File: src/rtl/booth_pkg.sv
// Shared Booth radix-4 types and the 3-bit window encoder used by the
// sequencer and the partial-product reference model.
package booth_pkg;

    typedef enum logic {
        IDLE = 1'b0,
        EMIT = 1'b1
    } state_t;

    typedef struct packed {
        logic sign;
        logic one;
        logic two;
    } booth_digit_t;

    localparam booth_digit_t BOOTH_ZERO = '{sign: 1'b0, one: 1'b0, two: 1'b0};

    // Window is (y[2i+1], y[2i], y[2i-1]); 3'b111 is zero and keeps sign clear.
    function automatic booth_digit_t booth_encode(input logic [2:0] b);
        booth_digit_t d;
        d.one  = b[1] ^ b[0];
        d.two  = (b[2] & ~b[1] & ~b[0]) | (~b[2] & b[1] & b[0]);
        d.sign = b[2] & ~(b[1] & b[0]);
        return d;
    endfunction

endpackage

File: src/rtl/booth_digit_enc.sv
// Combinational radix-4 Booth encoder: 3-bit multiplier window to sign/one/two.
module booth_digit_enc
    import booth_pkg::*;
(
    input  logic [2:0] i_bits,
    output logic       o_sign,
    output logic       o_one,
    output logic       o_two
);

    booth_digit_t w_dig;

    assign w_dig  = booth_encode(i_bits);
    assign o_sign = w_dig.sign;
    assign o_one  = w_dig.one;
    assign o_two  = w_dig.two;

endmodule

File: src/rtl/booth_digit_sequencer.sv
// Recodes one multiplier operand into radix-4 Booth digits, LSD first,
// one digit per output handshake.
module booth_digit_sequencer
    import booth_pkg::*;
#(
    parameter  int WIDTH  = 32,
    localparam int NDIG_U = WIDTH / 2 + 1,
    localparam int IDXW   = $clog2(WIDTH / 2 + 1)
) (
    input  logic             clk,
    input  logic             rst,
    input  logic             flush,
    input  logic             in_valid,
    output logic             in_ready,
    input  logic [WIDTH-1:0] in_y,
    input  logic             in_tc,
    output logic             out_valid,
    input  logic             out_ready,
    output logic             out_sign,
    output logic             out_one,
    output logic             out_two,
    output logic [IDXW-1:0]  out_idx,
    output logic             out_last
);

    state_t              r_state;
    state_t              w_state_nxt;
    logic [WIDTH+2:0]    r_sreg;
    logic [IDXW-1:0]     r_idx;
    logic [IDXW-1:0]     r_last_idx;

    logic                w_accept;
    logic                w_shift;
    logic                w_ext;
    logic                w_emit;
    logic                w_last;
    logic                w_sign;
    logic                w_one;
    logic                w_two;

    assign w_emit = (r_state == EMIT);
    assign w_last = (r_idx == r_last_idx);
    assign w_ext  = in_tc & in_y[WIDTH-1];

    always_ff @(posedge clk or posedge rst) begin
        if (rst) begin
            r_state <= IDLE;
        end else begin
            r_state <= w_state_nxt;
        end
    end

    // flush outranks both handshakes; in IDLE it also masks in_valid.
    always_comb begin
        w_state_nxt = r_state;
        w_accept    = 1'b0;
        w_shift     = 1'b0;
        case (r_state)
            IDLE: begin
                if (in_valid && !flush) begin
                    w_accept    = 1'b1;
                    w_state_nxt = EMIT;
                end
            end
            EMIT: begin
                if (flush) begin
                    w_state_nxt = IDLE;
                end else if (out_ready) begin
                    if (w_last) begin
                        w_state_nxt = IDLE;
                    end else begin
                        w_shift = 1'b1;
                    end
                end
            end
            default: w_state_nxt = IDLE;
        endcase
    end

    // Register holds {ext, ext, y, y[-1]=0}; digit i always sits in bits [2:0].
    always_ff @(posedge clk or posedge rst) begin
        if (rst) begin
            r_sreg     <= '0;
            r_idx      <= '0;
            r_last_idx <= '0;
        end else if (w_accept) begin
            r_sreg     <= {w_ext, w_ext, in_y, 1'b0};
            r_idx      <= '0;
            r_last_idx <= in_tc ? IDXW'(WIDTH / 2 - 1) : IDXW'(NDIG_U - 1);
        end else if (w_shift) begin
            r_sreg     <= r_sreg >> 2;
            r_idx      <= r_idx + IDXW'(1);
        end
    end

    booth_digit_enc u_enc (
        .i_bits (r_sreg[2:0]),
        .o_sign (w_sign),
        .o_one  (w_one),
        .o_two  (w_two)
    );

    assign in_ready  = ~w_emit;
    assign out_valid = w_emit;
    assign out_sign  = w_emit & w_sign;
    assign out_one   = w_emit & w_one;
    assign out_two   = w_emit & w_two;
    assign out_idx   = w_emit ? r_idx : '0;
    assign out_last  = w_emit & w_last;

endmodule
File: config.mk
export PLATFORM = sky130hd
export DESIGN_NAME = booth_digit_sequencer
export DESIGN_NICKNAME = d
export VERILOG_FILES = /design/src/rtl/booth_pkg.sv /design/src/rtl/booth_digit_enc.sv /design/src/rtl/booth_digit_sequencer.sv
export SDC_FILE = /design/constraint.sdc
export NUM_CORES = 1
export LEC_CHECK = 0
export ABC_AREA = 1
export BUFFER_PORTS_ARGS = -buffer_cell sky130_fd_sc_hd__buf_2
export CAP_MARGIN = 10
export CORE_ASPECT_RATIO = 0.7
export CORE_MARGIN = 5
export CORE_UTILIZATION = 45
export CTS_CLUSTER_SIZE = 28
export DETAILED_ROUTE_END_ITERATION = 7
export MAX_ROUTING_LAYER = met4
export PLACE_DENSITY = 0.77
export SLEW_MARGIN = 10
export SYNTH_ARGS = -nofsm -noshare
export SYNTH_HDL_FRONTEND = slang
export SYNTH_SLANG_ARGS = --single-unit
File: constraint.sdc
create_clock -name clk -period 4.1 [get_ports clk]
set_input_delay 0.205 -clock clk [delete_from_list [all_inputs] [get_ports clk]]
set_output_delay 0.205 -clock clk [all_outputs]
set_load 0.005 [all_outputs]
== Yosys cells after proc, flatten, opt, wreduce, memory -nomap -nowiden ==
Index checks and enable logic that the tools add are counted.
Storage, ports and cells
  flip-flop bits (word level): 46
  latch bits: 0
  memory bits (writable): 0
  ROM bits: 0
  bits of input ports: 38
  output and inout port bits: 11
  logic and storage cells: 42
  memories: 0
Cells by class
  $add $sub $neg: 1
  $mul: 0
  div/mod/pow operators: 0
  $lt $le $gt $ge: 0
  equality and inequality tests: 1
  shift operators: 0
  mux-type cells: 15
  bitwise gates (word level): 18
  reductions and logical operators: 3
Operators by type and width (count)
  2-to-1 mux 35 bit: 2
  2-to-1 mux 5 bit: 4
  bitwise AND 1 bit: 11
  2-to-1 mux 1 bit: 8
  adder 5 x 1 -> 5 bit (second input constant): 1
  == test 5 bit: 1
  NOT 1 bit: 5
  case mux 1 bit (2 select lines): 1
  nonzero test 2 bit: 1
  logical AND 1 bit: 1
  zero test 1 bit: 1
  OR 1 bit: 1
  XOR 1 bit: 1

== Depth between registers and ports, before layout ==
Gate-level depths: netlist of run 1.
  word-level depth: 7
  gate-level depth with buffers: 11
  depth with buffers taken out: 9

== Cells and area by module ==
A second synthesis of run 1 with hierarchy kept.
Second synthesis, totals
  cells, all modules: 336
  area total of the unflattened synthesis: 2453.6 um2
By module, submodules not included
  booth_digit_sequencer: times used 1, cells an instance 328, area an instance 2412.3 um2, seq. area each 1051.0 um2
  booth_digit_enc: times used 1, cells an instance 8, area an instance 41.3 um2, seq. area each 0.0 um2

== Worst setup path before layout of run 1 ==
Ideal clock, no wire load.
  path type: register -> register
  from: register r_state (netlist: out_valid)
  to: register r_sreg[18]
  setup time: 116 ps
  data arrival time: 1260 ps
  required time: 3984 ps
  slack: 2724 ps
  cell stages (with the launch flop): 10
  buffers on the path: 3
  period minus slack after synthesis: 1376 ps
  cells stage by stage: dfrtp_1 buf_2 inv_2 nand3_1 buf_2 buf_4 nand2_1 nand2_1 nand2_1 nand2_1
Between the ends
  word-level cells in the longest chain between the ends: 2
  elaborated cells on any way between the ends: 4
  classes of those cells: mux: 3; reduce/logical: 1
Ends and longest elaborated chain
  from (decl): RTL line booth_digit_sequencer.sv:26  | state_t r_state;
  from (signal assigned): RTL line booth_digit_sequencer.sv:49  | r_state <= w_state_nxt;
  2-to-1 mux 1 bit: RTL line booth_digit_sequencer.sv:58  | case (r_state)
  2-to-1 mux 35 bit or nonzero test 2 bit (tied branches)
  to (signal assigned): RTL line booth_digit_sequencer.sv:87  | r_sreg <= {w_ext, w_ext, in_y, 1'b0};
  to (signal assigned): RTL line booth_digit_sequencer.sv:91  | r_sreg <= r_sreg >> 2;
  to (decl): RTL line booth_digit_sequencer.sv:28  | logic [WIDTH+2:0] r_sreg;
Parallel ways exist; a longest one is shown, timed or not.
A chain may end at the register's enable or synchronous reset.

== Worst setup path after layout of run 1 ==
  from: register r_idx[0]
  to: register r_sreg[28]
Between the ends
  word-level cells in the longest chain between the ends: 6
Ends and longest elaborated chain
  from (decl): RTL line booth_digit_sequencer.sv:29  | logic [IDXW-1:0] r_idx;
  from (signal assigned): RTL line booth_digit_sequencer.sv:92  | r_idx <= r_idx + IDXW'(1);
  == test 5 bit: RTL line booth_digit_sequencer.sv:42  | assign w_last = (r_idx == r_last_idx);
  2-to-1 mux 1 bit: RTL line booth_digit_sequencer.sv:69  | if (w_last) begin
  2-to-1 mux 1 bit: RTL line booth_digit_sequencer.sv:68  | end else if (out_ready) begin
  2-to-1 mux 1 bit: RTL line booth_digit_sequencer.sv:66  | if (flush) begin
  2-to-1 mux 1 bit: RTL line booth_digit_sequencer.sv:58
  nonzero test 2 bit (no line)
No other way between the ends.

==> run metrics, run 1 <==
CP startpoint kind register; WP data arrival 2.57 ns; IO Count 49; final period utilization 58.2%; setup tns final 0 ns; CP max stage cell nand2_2; Max FO, Critical Path 39; FF+latch count, synth 42; Setup violations, final 0; multi-input logic area 1070 um2; Buffers on Ports 48; area grow syn2layout 12.9%; Syn. warnings 0; share of layout cells above drive strength 1 16.6%; drc violations 0; row count 21; CTS tree yes; Synth Instances 330; Final Max Slew Viols 0; Starting Density 47.4%; most frequent cells in the layout 181 x nand2_1, 48 x buf_2, 42 x nand3_1, 42 x dfrtp_1, 14 x inv_1; register area 1050 um2; RSZ-0062 raised after global routing no; Longest Clk Path Bufs 2; initial antenna violation count 0; total CTS buffers 5; commonest non-fill, non-tap cell in the layout nand2_1; H-tree levels 2; Final GP Congestion 0.817; Routed WL 4940 um; Setup CP Type register to register; Hold WC Path Type input port to async pin; vias in the first global route 1791; placed cell areas 2520 um2; skew final 0.00614 ns; 1st-iter DRT viols 138; hold_buf cts 0; CP peak stage delay 0.57 ns; Syn Nets 370; Syn Area/Cell 6.98 um2; via count 2085; Pre-antenna DRT Iters 4; routed len/inst 11.3 um; Root Driver clkbuf_8; nets 407; core box area 4860 um2; max-cap check violation count 0; peak supply drop 0.235 mV; synth unique cells 19; All-Layer GR Usage 16.4%; post-CTS setup buffers 0; pwr dens 466 nW/um2; min Tclk post-route 2.38 ns; Via density 4.78; Design Area, Final 2600 um2; chip width 95.5 um; max_slew headroom 51.2%; worst path required time 4.28 ns; CP Capture Type register; Antenna Cells 0; CTS Sinks 42; total power 1210 uW; fmax 0.419 GHz; worst slew pin tran 0.729 ns; final hold viol count 0; clk_lat worst skew 0.30 ns; Lkg Pwr 0.00158 uW; Clock transition at path regs 0.08 ns; outcome finished clean; Mapped Area 2300 um2; Die Area 6670 um2; sequential area share after synthesis 45.7%; gr ovfl total 0; DP HPWL 3200 um; R2R Setup Slk 1.72 ns; Fillers 481; chip height 69.8 um; largest net degree at the start of global routing 76; Post-DRT Antenna Nets 0; Resize count post-CTS 0; first-pass GRT wire length 8340 um; CP Cell Sequence nor2_1 -> nand3_1 -> nand2_1 -> nand2_2 -> nand2_2 -> nand2_2 -> nand2_1 -> nand2_1
[metrics by stage]
| step | utilization [%] | setup slack, ns | hold slack, ns | instances |
|---|---|---|---|---|
| final | 53.5 | 1.72 | 0.0103 | 436 |
| after CTS | 53.5 | 1.71 | 0.0372 | 436 |
| after global routing | 53.5 | 1.45 | 0.0715 | 436 |
| after floorplan | - | 2.72 | 0.352 | 330 |
| after global placement | 51.9 | 1.75 | 0.364 | 429 |
| after detailed placement | 51.9 | 1.72 | 0.364 | 429 |
[worst paths after layout]
kind / startpoint / cells past startpoint / endpoint
setup / recovery: r_idx[0] / 8 / r_sreg[28]
hold / removal: rst / 3 / r_sreg[17]
setup reg to reg: r_idx[0] / 8 / r_sreg[28]
hold reg to reg: r_sreg[4] / 2 / r_sreg[4]
max in group asynchronous: rst / 3 / r_sreg[21]
min in group clk: in_y[31] / 3 / r_sreg[33]
[flip-flops by register name, summed over array words and instances (netlist names)]
register and count:
out_valid 1, r_idx 5, r_last_idx 2, r_sreg 34
[cells in the mapped netlist]
| cell type | number | area [um2] |
|---|---|---|
| a21boi_1 | 1 | 7.51 |
| a21oi_1 | 1 | 5.00 |
| nand4_1 | 2 | 12.5 |
| buf_4 | 3 | 22.5 |
| xor2_1 | 2 | 17.5 |
| xnor2_1 | 2 | 17.5 |
| inv_2 | 2 | 7.51 |
| inv_1 | 15 | 56.3 |
| nor3_1 | 1 | 5.00 |
| nand2_1 | 181 | 679 |
| dfrtp_1 | 42 | 1050 |
| nand3_1 | 43 | 215 |
| ha_1 | 2 | 25.0 |
| buf_2 | 14 | 70.1 |
| o21a_1 | 1 | 7.51 |
| buf_6 | 3 | 33.8 |
| nand2_2 | 3 | 18.8 |
| nor2_1 | 8 | 30.0 |
| o21ai_0 | 4 | 20.0 |
[power by group]
| part | total, uW | switching, uW | internal (uW) | leakage (uW) |
|---|---|---|---|---|
| Clock | 252 | 134 | 117 | 0.0000383 |
| Sequential | 623 | 81.8 | 542 | 0.000553 |
| Combinational | 336 | 193 | 143 | 0.000991 |
[cell families (layout without fill, tap and decap cells)]
family	count (synthesis)	count (layout)	synth area share, %
simple gates	238	238	41.7
flops	42	42	45.7
buf+inv	37	74	8.26
compound gates	7	7	1.74
xor+xnor	4	4	1.52
fa+ha+maj	2	2	1.09
[worst max-delay path: cells and delay by family (launching register included)]
family,cells,cell delay [ns]
and+or+nand+nor,8,1.79
DFF,1,0.46
[final cells by class]
class | instances | area share [%]
clock buffers | 7 | 2.94
well taps | 69 | 3.32
inverters | 17 | 2.46
multi-input cells | 251 | 41.0
repair buffers | 50 | 9.82
flip-flops and latches | 42 | 40.4
[metal layers]
| layer | part of all wire (%) | global-route usage (%) |
|---|---|---|
| met5 | 0 | - |
| met4 | 1.6 | 6.78 |
| met3 | 7.5 | 4.56 |
| met2 | 42 | 22.7 |
| met1 | 49 | 22.4 |
Note: power is estimated with default switching activity, not from simulation.
==> inputs of run 2 (changes only) <==
==> constraint.sdc (replaced) <==
create_clock -name clk -period 2.4 [get_ports clk]
set_input_delay 0.12 -clock clk [delete_from_list [all_inputs] [get_ports clk]]
set_output_delay 0.12 -clock clk [all_outputs]
set_load 0.005 [all_outputs]
==> run metrics, run 2 (same netlist as run 1, synthesis figures left out) <==
outcome finished clean (unchanged); R2R Setup Slk 0.49 ns (was 1.72 ns); vias in the first global route 1820 (was 1791); H-tree levels 2 (unchanged); worst slew pin tran 0.897 ns (was 0.729 ns); Reg-to-Reg Start out_valid (was r_idx[0]); CP startpoint kind register (unchanged); nets 409 (was 407); Clock transition at path regs 0.08 ns (about the same); min Tclk post-route 1.91 ns (was 2.38 ns); CTS Sinks 42 (unchanged); via count 2057 (was 2085); total power 2130 uW (was 1210 uW); Final GP Congestion 0.776 (was 0.817); max-cap check violation count 0 (unchanged); CP Cell Sequence nand2_1 -> nor2_1 -> nand2_2 -> nand2_2 -> nand2_1 -> nand2_1 (was nor2_1 -> nand3_1 -> nand2_1 -> nand2_2 -> nand2_2 -> nand2_2 -> nand2_1 -> nand2_1); clk_lat worst skew 0.30 ns (about the same); Antenna Cells 0 (unchanged); worst r2r path cells 6 (was 8); total CTS buffers 5 (unchanged); largest net degree at the start of global routing 70 (was 76); gr ovfl total 0 (unchanged); Die Area 6670 um2 (unchanged); Biggest register r_sreg (unchanged); 1st-iter DRT viols 111 (was 138); first-pass GRT wire length 8270 um (was 8340 um); post-route non-filler standard cell count 439 (was 436); placed cells 430 (was 429); final period utilization 79.6% (was 58.2%); CP max stage cell dfrtp_1 (was nand2_2); Reg-to-Reg End r_sreg[6] (was r_sreg[28]); share of layout cells above drive strength 1 17.6% (was 16.6%); worst path required time 2.63 ns (was 4.28 ns); Via density 4.69 (was 4.78); Hold WC Path Type input port to register (was input port to async pin); hold depth 3; hold endpoint r_sreg[33]; pwr dens 804 nW/um2 (was 466 nW/um2); Root Driver clkbuf_8 (unchanged); skew final 0.00724 ns (was 0.00614 ns); cell family with most CP delay simple AND/OR/NAND/NOR gates (unchanged); DP HPWL 3290 um (was 3200 um); Final Max Slew Viols 0 (unchanged); Largest regs r_sreg: 34 flops, r_idx: 5 flops, r_last_idx: 2 flops (unchanged); Setup violations, final 0 (unchanged); All-Layer GR Usage 15.9% (was 16.4%); dpl ws 0.518 ns (was 1.72 ns); max FFs per register 34 (unchanged); critical path buffer and inverter count 0 (unchanged); Longest Clk Path Bufs 2 (unchanged); Buffers on Ports 48 (unchanged); Routed WL 5020 um (was 4940 um); final hold viol count 0 (unchanged); fmax 0.524 GHz (was 0.419 GHz); CP Capture Type register (unchanged); commonest non-fill, non-tap cell in the layout nand2_1 (unchanged); setup tns final 0 ns (unchanged); critical path depth in cells 6 (was 8); drc violations 0 (unchanged); Fin Hold WS 0.0849 ns (was 0.0103 ns); peak supply drop 0.402 mV (was 0.235 mV); RSZ-0062 raised after global routing no (unchanged); Setup CP Type register to register (unchanged); Pre-antenna DRT Iters 4 (unchanged); WP data arrival 2.14 ns (was 2.57 ns); Lkg Pwr 0.00161 uW (was 0.00158 uW); max_slew headroom 39.8% (was 51.2%); Worst Slack Setup Final 0.491 ns (was 1.72 ns); most frequent cells in the layout 181 x nand2_1, 48 x buf_2, 42 x nand3_1, 42 x dfrtp_1, 14 x inv_1 (unchanged); IO Count 49 (unchanged); CP peak stage delay 0.56 ns (was 0.57 ns); core box area 4860 um2 (unchanged); row count 21 (unchanged); initial antenna violation count 0 (unchanged); routed len/inst 11.4 um (was 11.3 um); Max FO, Critical Path 32 (was 39); chip width 95.5 um (unchanged); chip height 69.8 um (unchanged); CP dominant cell by count nand2_1; Worst Hold Launch in_y[31]; area grow syn2layout 15.0% (was 12.9%); Starting Density 47.4% (unchanged); CTS tree yes (unchanged); Post-DRT Antenna Nets 0 (unchanged)
## run 2: cell types whose count changed in the layout (fill, tap and decap cells not counted), sizes merged
cell and change:
clkinvlp +1, dlygate4sd3 +1, clkbuf -1, buf +1, clkinv +1
## run 2: worst min-delay path, cell delays in order
cell and delay, ns:
buf_2 0.09, nand3_1 0.06, o21ai_0 0.06
## run 2: final cells by class
| type | count | area, um2 |
|---|---|---|
| inverters | 17 | 63.8 |
| clock buffers | 6 | 82.6 |
| flip-flops and latches | 42 | 1050 |
| repair buffers | 52 | 285 |
| multi-input cells | 251 | 1070 |
| fillers | 477 | 2210 |
| well taps | 69 | 86.3 |
| clock inverters | 2 | 12.5 |
## run 2: worst max path at each step
stage	end	start	slack, ns
after CTS	r_sreg[29]	out_valid	0.51
after global routing	r_sreg[6]	r_idx[3]	0.25
after detailed placement	r_sreg[29]	out_valid	0.52
after floorplan	r_sreg[18]	out_valid	1.02
after global placement	r_sreg[4]	out_valid	0.57
final	r_sreg[6]	out_valid	0.49
## run 2: where the power goes
group,internal [uW],switching [uW]
Clock,231,252
Sequential,925,141
Combinational,250,329
Total,1410,721
## run 2: routing by layer
metal	wire [um]	share of wire, %	vias to the layer above	track usage [%]
met3	356	7.1	6	3.80
met5	0	0	-	-
met1	2510	50	903	22.8
li1	-	-	1094	-
met2	2110	42	54	22.1
met4	46	0.92	0	4.57
## run 2: stage by stage
stage          instance area (um2)  util [%]
6_report                      2650      54.5
5_1_grt                       2650      54.5
4_1_cts                       2650      54.5
2_1_floorplan                 2300         -
3_3_place_gp                  2540      52.3
3_5_place_dp                  2540      52.3
## run 2: timing repair
| action | in CTS | in global routing |
|---|---|---|
| resized for setup | 0 | 0 |
| hold buffers | 1 | 0 |
| endpoints found under the hold margin | 24 | 0 |
| buffers inserted | 0 | 0 |
